`config.mk`:
```
export PLATFORM = sky130hd
export DESIGN_NAME = mux_scan_ctrl
export DESIGN_NICKNAME = d
export VERILOG_FILES = /design/src/rtl/mux_scan_ctrl_pkg.sv /design/src/rtl/mux_scan_ctrl_dwell_timer.sv /design/src/rtl/mux_scan_ctrl.sv
export SDC_FILE = /design/constraint.sdc
export NUM_CORES = 1
export LEC_CHECK = 0
export CAP_MARGIN = 15
export CELL_PAD_IN_SITES_DETAIL_PLACEMENT = 1
export CELL_PAD_IN_SITES_GLOBAL_PLACEMENT = 2
export CORE_ASPECT_RATIO = 0.9
export CORE_UTILIZATION = 38
export CTS_BUF_LIST = sky130_fd_sc_hd__clkbuf_4 sky130_fd_sc_hd__clkbuf_8
export CTS_CLUSTER_DIAMETER = 80
export CTS_CLUSTER_SIZE = 14
export DETAILED_ROUTE_END_ITERATION = 6
export DONT_BUFFER_PORTS = 1
export MAX_ROUTING_LAYER = met4
export PLACE_DENSITY_LB_ADDON = 0.1
export RECOVER_POWER = 25
export SLEW_MARGIN = 40
export SYNTH_ARGS = -nofsm -noshare
export SYNTH_HDL_FRONTEND = slang
export SYNTH_HIERARCHICAL = 1
export SYNTH_SLANG_ARGS = --single-unit
```
`constraint.sdc`:
```
create_clock -name clk -period 2.3 [get_ports clk]
set_input_delay 0.46 -clock clk [delete_from_list [all_inputs] [get_ports clk]]
set_output_delay 0.46 -clock clk [all_outputs]
set_load 0.02 [all_outputs]
```
`src/rtl/mux_scan_ctrl_pkg.sv`:
```
`default_nettype none
// ============================================================================
//  Module   : mux_scan_ctrl_pkg
//  Brief    : Shared state encodings and channel geometry for the mux scanner.
//  Revision : 1.0
// ============================================================================
package mux_scan_ctrl_pkg;

    localparam logic [1:0] ST_IDLE   = 2'd0;
    localparam logic [1:0] ST_SETTLE = 2'd1;
    localparam logic [1:0] ST_SAMPLE = 2'd2;
    localparam logic [1:0] ST_DONE   = 2'd3;

    localparam int SEL_W  = 2;
    localparam int NUM_CH = 4;

endpackage
`default_nettype wire

```
`src/rtl/mux_scan_ctrl_dwell_timer.sv`:
```
`default_nettype none
// ============================================================================
//  Module   : mux_scan_ctrl_dwell_timer
//  Brief    : Settle-dwell counter with clear/enable; o_tc flags count DWELL-1.
//  Revision : 1.0
// ============================================================================
module mux_scan_ctrl_dwell_timer #(
    parameter int DWELL = 2
) (
    input  logic clk,
    input  logic rst,
    input  logic i_clr,
    input  logic i_en,
    output logic o_tc
);

    localparam int                CNT_W  = (DWELL > 1) ? $clog2(DWELL) : 1;
    localparam logic [CNT_W-1:0]  C_LAST = CNT_W'(DWELL - 1);

    logic [CNT_W-1:0] r_cnt;

    always_ff @(posedge clk) begin
        if (rst || i_clr) begin
            r_cnt <= '0;
        end else if (i_en) begin
            // Wrap at terminal count so a power-of-two DWELL never overflows.
            r_cnt <= o_tc ? '0 : r_cnt + 1'b1;
        end
    end

    assign o_tc = (r_cnt == C_LAST);

endmodule
`default_nettype wire

```
`src/rtl/mux_scan_ctrl.sv`:
```
`default_nettype none
// ============================================================================
//  Module   : mux_scan_ctrl
//  Brief    : Steps a 4:1 mux through its channels, dwells, samples, and offers
//             the assembled frame on a valid/ready handshake. Optional macro
//             MUX_SCAN_PARITY_EN adds a registered frame_par output.
//  Revision : 1.0
// ============================================================================
module mux_scan_ctrl
    import mux_scan_ctrl_pkg::*;
#(
    parameter  int DATA_W  = 4,
    parameter  int DWELL   = 2,
    localparam int FRAME_W = NUM_CH * DATA_W
) (
    input  logic               clk,
    input  logic               rst,
    input  logic               start,
    input  logic               mode_cont,
    output logic [SEL_W-1:0]   sel,
    input  logic [DATA_W-1:0]  mux_out,
    output logic [FRAME_W-1:0] frame,
    output logic               frame_valid,
    input  logic               frame_ready,
    output logic               busy
`ifdef MUX_SCAN_PARITY_EN
    ,
    output logic               frame_par
`endif
);

    localparam logic [SEL_W-1:0] C_LAST_CH = SEL_W'(NUM_CH - 1);

    logic [1:0]         r_state;
    logic [SEL_W-1:0]   r_ch;
    logic [SEL_W-1:0]   r_sel;
    logic [FRAME_W-1:0] r_frame;
    logic               r_frame_valid;
    logic [FRAME_W-1:0] w_frame_next;
    logic               w_tc;
    logic               w_in_settle;

    assign w_in_settle = (r_state == ST_SETTLE);

    mux_scan_ctrl_dwell_timer #(
        .DWELL (DWELL)
    ) u_dwell (
        .clk   (clk),
        .rst   (rst),
        .i_clr (!w_in_settle),
        .i_en  (w_in_settle),
        .o_tc  (w_tc)
    );

    always_comb begin
        w_frame_next = r_frame;
        w_frame_next[r_ch*DATA_W +: DATA_W] = mux_out;
    end

    always_ff @(posedge clk) begin
        if (rst) begin
            r_state       <= ST_IDLE;
            r_ch          <= '0;
            r_sel         <= '0;
            r_frame       <= '0;
            r_frame_valid <= 1'b0;
        end else begin
            case (r_state)
                ST_IDLE: begin
                    if (start) begin
                        r_state <= ST_SETTLE;
                        r_ch    <= '0;
                        r_sel   <= '0;
                    end
                end
                ST_SETTLE: begin
                    if (w_tc) begin
                        r_state <= ST_SAMPLE;
                    end
                end
                ST_SAMPLE: begin
                    r_frame <= w_frame_next;
                    if (r_ch == C_LAST_CH) begin
                        r_state <= ST_DONE;
                    end else begin
                        r_ch    <= r_ch + 1'b1;
                        r_sel   <= r_ch + 1'b1;
                        r_state <= ST_SETTLE;
                    end
                end
                ST_DONE: begin
                    // frame_valid trails DONE entry by one cycle; ready is ignored until it is up.
                    if (!r_frame_valid) begin
                        r_frame_valid <= 1'b1;
                    end else if (frame_ready) begin
                        r_frame_valid <= 1'b0;
                        if (mode_cont) begin
                            r_state <= ST_SETTLE;
                            r_ch    <= '0;
                            r_sel   <= '0;
                        end else begin
                            r_state <= ST_IDLE;
                        end
                    end
                end
                default: begin
                    r_state <= ST_IDLE;
                end
            endcase
        end
    end

`ifdef MUX_SCAN_PARITY_EN
    logic r_frame_par;

    always_ff @(posedge clk) begin
        if (rst) begin
            r_frame_par <= 1'b0;
        end else if (r_state == ST_SAMPLE) begin
            r_frame_par <= ^w_frame_next;
        end
    end

    assign frame_par = r_frame_par;
`endif

    assign sel         = r_sel;
    assign frame       = r_frame;
    assign frame_valid = r_frame_valid;
    assign busy        = (r_state != ST_IDLE);

endmodule
`default_nettype wire

```
Yosys cells after proc, flatten, opt, wreduce, memory -nomap -nowiden
Cells that the tools add are included.

Register bits: 22. Latch bits: 0. Bits in writable memories: 0. Bits in read-only memories: 0. Bits of input ports: 9. Output and inout bits: 20. Memories: 0.

Add/sub/neg operators: 3. $mul: 0. Divide/modulo/power cells: 0. Order comparisons: 0. Eq/ne operators: 10. Shift-type cells: 2. Muxes and demuxes: 17. Bitwise operators: 0. Reductions and logical operators: 7.

Operators with widths (number): negator 4 -> 34 bit (1); variable shift 4 x 34 -> 16 bit, first input constant (1); indexed part select 4 x 34 -> 16 bit (1); two-way mux 2 bit (10); bitwise mux 16 bit (1); != test 2 bit, second input constant (5); one-hot mux 2 bit (4 select lines) (1); == test 2 bit, second input constant (3); one-hot mux 2 bit (3 select lines) (1); AND reduction 6 bit (1); two-way mux 1 bit (4); AND reduction 4 bit (1); nonzero test 3 bit (1); adder 2 x 1 -> 2 bit, second input constant (1); == test 2 x 1 -> 1 bit, second input constant (1); zero test 2 bit (1); != test 2 x 1 -> 1 bit, second input constant (1); nonzero test 2 bit (1); adder 1 bit, second input constant (1); zero test 1 bit (1); logical OR 1 bit (1).

Longest topological paths before layout
Depth after elaboration: 4. Depth in mapped cells: 5. Depth with buffers taken out: 5.

Modules after synthesis
Netlist, hierarchy kept.

Modules (own cells, without submodules): mux_scan_ctrl (times used 1, cells each 106, area an instance 978.4 um^2); mux_scan_ctrl_dwell_timer (times used 1, cells each 3, area an instance 38.8 um^2).

Worst setup path after synthesis
Ideal clock, no wire load.

Path kind: reg-to-reg. Start point: register sel[0] (netlist name). End point: register r_frame[0], in the netlist frame[0]. Library setup time: 0.059 ns. Arrival time: 1.825 ns. Required time: 2.241 ns. Path slack: 0.416 ns. Stages on the path, launching flop included: 6. Path buffers: 0. Clock period less this slack: 1.884 ns. Cell sequence: dfxtp_1 > inv_1 > ha_1 > or3b_4 > nor4b_1 > a31o_1.

RTL lines: end signal: assignment (line mux_scan_ctrl.sv:82) `r_frame <= w_frame_next;`; end: declaration (line mux_scan_ctrl.sv:37) `logic [FRAME_W-1:0] r_frame;`.

Final worst setup path
Start point: register r_state[1]. End point: output port busy.

Word-level cells in the longest chain between the ends: 1.

Ends and longest elaborated chain: start: declaration (line mux_scan_ctrl.sv:34) `logic [1:0] r_state;`; start signal: assignment (line mux_scan_ctrl.sv:62) `r_state <= ST_IDLE;`; start signal: assignment (line mux_scan_ctrl.sv:71) `r_state <= ST_SETTLE;`; start signal: assignment (line mux_scan_ctrl.sv:78) `r_state <= ST_SAMPLE;`; nonzero test 2 bit (line mux_scan_ctrl.sv:130) `assign busy = (r_state != ST_IDLE);`; end: declaration (line mux_scan_ctrl.sv:25) `output logic busy`.

Every way passes these cells.

==> results.yml <==
status:
  status: "finished clean"
drt:
  vias_per_cell: 5.92
  firstDrtPassIters: 3
  antenna_left: 0
  dr_total_vias: 823
  wl_per_cell_um: 17.1
  drt-initial-drc-count: 14
  finalWirelength_um: 2380
  route.detailed.drc: 0
final_layout:
  fill_cells: 287
  syn_to_final_growth_pct: 5.90
  final_nets: 127
  seqCellArea_sq_um: 440
  drive_gt1_share_pct: 9.01
  antenna_cells: 0
  layout.cells.non_filler: 139
  multiInputGateArea_sq_um: 538
place:
  numPortBuffers: 0
  gp_congestion: 0.716
  place_inst: 136
  hpwl_um: 1720
grt:
  gr-usage-all-layers_pct: 18.7
  grt_first_pass_wirelength_um: 3970
  grt_pass1_vias: 845
  antenna_found_initial: 0
  grt_max_degree: 21
  gr-total-overflow: 0
synth:
  synth-xor-area-share_pct: 0.861
  synth_fa_ha_area_share_pct: 6.15
  yosys_warnings: 6
  synth_area_sq_um: 1020
  synth_top_family_by_area: "simple AND/OR/NAND/NOR gates"
  synth.distinct_cells: 31
  synth_compound_area_share_pct: 18.8
  syn_area_per_cell_sq_um: 9.33
  syn-num-nets: 123
  synthCells: 109
  synth_seq_area_share_pct: 43.3
  yosysTopAreaCell: "dfxtp_1"
  synth_top_area_share_pct: 43.3
  synth.area.mux_share_pct: 0
  synthTopCellsByArea: "dfxtp_1 (43%), ha_1 (6.2%), a21oi_1 (5.9%), a22o_1 (3.4%), a31o_1 (3.4%)"
  synth-simple-area-share_pct: 27.1
  synth_seq_cells: 22
sta:
  max_freq_ghz: 0.557
  slew_headroom_pct: 63.3
  final_max_slew_viol_count: 0
  setup_violations: 0
  rsz0062_at_grt: "no"
  skew_ps: 1.22
  fin_crit_ps: 1800
  tightest_slew_ps: 550
  hold_violations: 0
  fin_setup_tns_ps: 0
  finalCritPeriodShare_pct: 78.1
critical_path:
  start_kind: "flip-flop"
  ff2ff_setup_slack_ps: 550
  required_ps: 1840
  cp_cell_sequence: "clkbuf_1 -> or2_2"
  cp_max_fo: 15
  cp_slowest_cell: "clkbuf_1"
  path_buf_inv: 1
  arrival_ps: 1340
  worstSetupPathType: "reg -> out"
  crit_path_max_incr_delay_ps: 430
  crit_path_end_kind: "primary output"
  critPathTopFamily: "buffers and inverters"
floorplan:
  row_count: 17
  initial_utilization_pct: 40.9
  dieWidth_um: 56.5
  dieArea_sq_um: 2890
  core_area_sq_um: 2490
  die_y_um: 51.1
  pin_count: 29
cts:
  cts_made_buffers: 3
  cts_setup_buffers: 0
  clk_path_buf_depth: 2
  cts_hold_buffers: 0
  clkSinkCount: 22
  cts-root-buf: "clkbuf_4"
  clk_pin_slew_ps: 120
  htree_num_levels: 1
  cts_tree: "done"
  clk_latency_ps: 310
  cts_resized: 0
power_and_ir_drop:
  netSwitchingFraction_pct: 23.2
  leakage_nw: 0.366
  p_sw_w: 0.000138
  seq_power_share_pct: 65.7
  pwr-share-comb_pct: 4.3
  p_per_area_nw_per_um2: 552
  clockPowerShare_pct: 30.0
  p_int_w: 0.000457
  irDropWorstVdd_mv: 0.373
run:
  max-cap-violations: 0
worst_hold_path:
  hold_path_class: "in -> reg"
==> flip-flops by register name (all words and copies together), names as in the netlist <==
signal and cells:
frame 16, frame_valid 1, r_state 2, sel 2
u_dwell/o_tc 1
==> final timing paths <==
| path | startpoint | endpoint | cells past startpoint |
|---|---|---|---|
| min reg2reg | frame[8]$_SDFFE_PP0P_ | frame[8]$_SDFFE_PP0P_ | 2 |
| max reg2reg | sel[0]$_SDFFE_PP0P_ | frame[2]$_SDFFE_PP0P_ | 5 |
| min | rst | r_state[1]$_SDFFE_PP0P_ | 1 |
| max | r_state[1]$_SDFFE_PP0P_ | busy | 2 |
==> Yosys cell counts (all sizes together) <==
cell type	number
a211oi	1
inv	6
nor4b	5
a311oi	2
a31o	4
nand3	4
ha	5
o21a	1
a22o	4
nor2	2
a31oi	1
nor3b	1
a21oi	12
nor3	2
or3b	1
or2	1
and4	2
nand2	9
nor2b	5
xnor2	1
dfxtp	22
nand3b	3
and3b	1
buf	1
and2b	1
a21boi	1
clkbuf	3
o21ai	3
nand4	5
==> cell type report <==
class | instances | area share (%)
clock buffer | 3 | 2.09
inverter | 6 | 2.09
multi-input combinational | 77 | 49.9
sequential | 22 | 40.9
tap | 28 | 3.25
timing repair buffer | 3 | 1.74
==> logic make-up after synthesis <==
logic type | count (synthesis)
XOR/XNOR | 1
adder cells (fa/ha/maj) | 5
AO/OA/AOI/OAI | 29
AND/OR/NAND/NOR | 42
flip-flops | 22
buffers and inverters | 10
==> layout by cell type (no fill, tap or decap), types with 5 or more instances in the layout <==
cell type	instances
dfxtp_1	22
nor2b_1	5
nand2_1	9
ha_1	5
nand4_1	5
inv_1	6
a21oi_1	12
==> routing by layer <==
metal / share of wire (%) / GRT usage (%) / routed length (um) / up-vias
met5: 0 / - / 0 / -
met4: 1.6 / 8.13 / 37 / 0
met3: 5.3 / 5.32 / 127 / 5
met2: 46 / 29.0 / 1090 / 25
met1: 47 / 23.0 / 1120 / 387
li1: - / - / - / 406
==> metrics by stage <==
| step | area, sq um | worst slack [ps] | hold slack [ps] | power [W] | util (%) |
|---|---|---|---|---|---|
| global placement | 1060 | 639 | 530 | 0.000424 | 42.5 |
| CTS | 1080 | 536 | 193 | 0.000600 | 43.4 |
| floorplan | 1020 | 416 | 514 | 0.000424 | - |
| finish | 1080 | 504 | 200 | 0.000594 | 43.3 |
| global route | 1080 | 381 | 182 | 0.000616 | 43.3 |
| detailed placement | 1060 | 560 | 534 | 0.000425 | 42.5 |
==> power by group through the flow <==
| stage | combinational [W] | sequential (W) | clock (W) |
|---|---|---|---|
| floorplan | 0.0000293 | 0.000395 | 0 |
| global placement | 0.0000255 | 0.000399 | 0 |
| detailed placement | 0.0000261 | 0.000399 | 0 |
| CTS | 0.0000262 | 0.000390 | 0.000184 |
| global route | 0.0000283 | 0.000391 | 0.000197 |
| finish | 0.0000258 | 0.000390 | 0.000178 |
No activity file was read; power rests on OpenSTA's default activity.
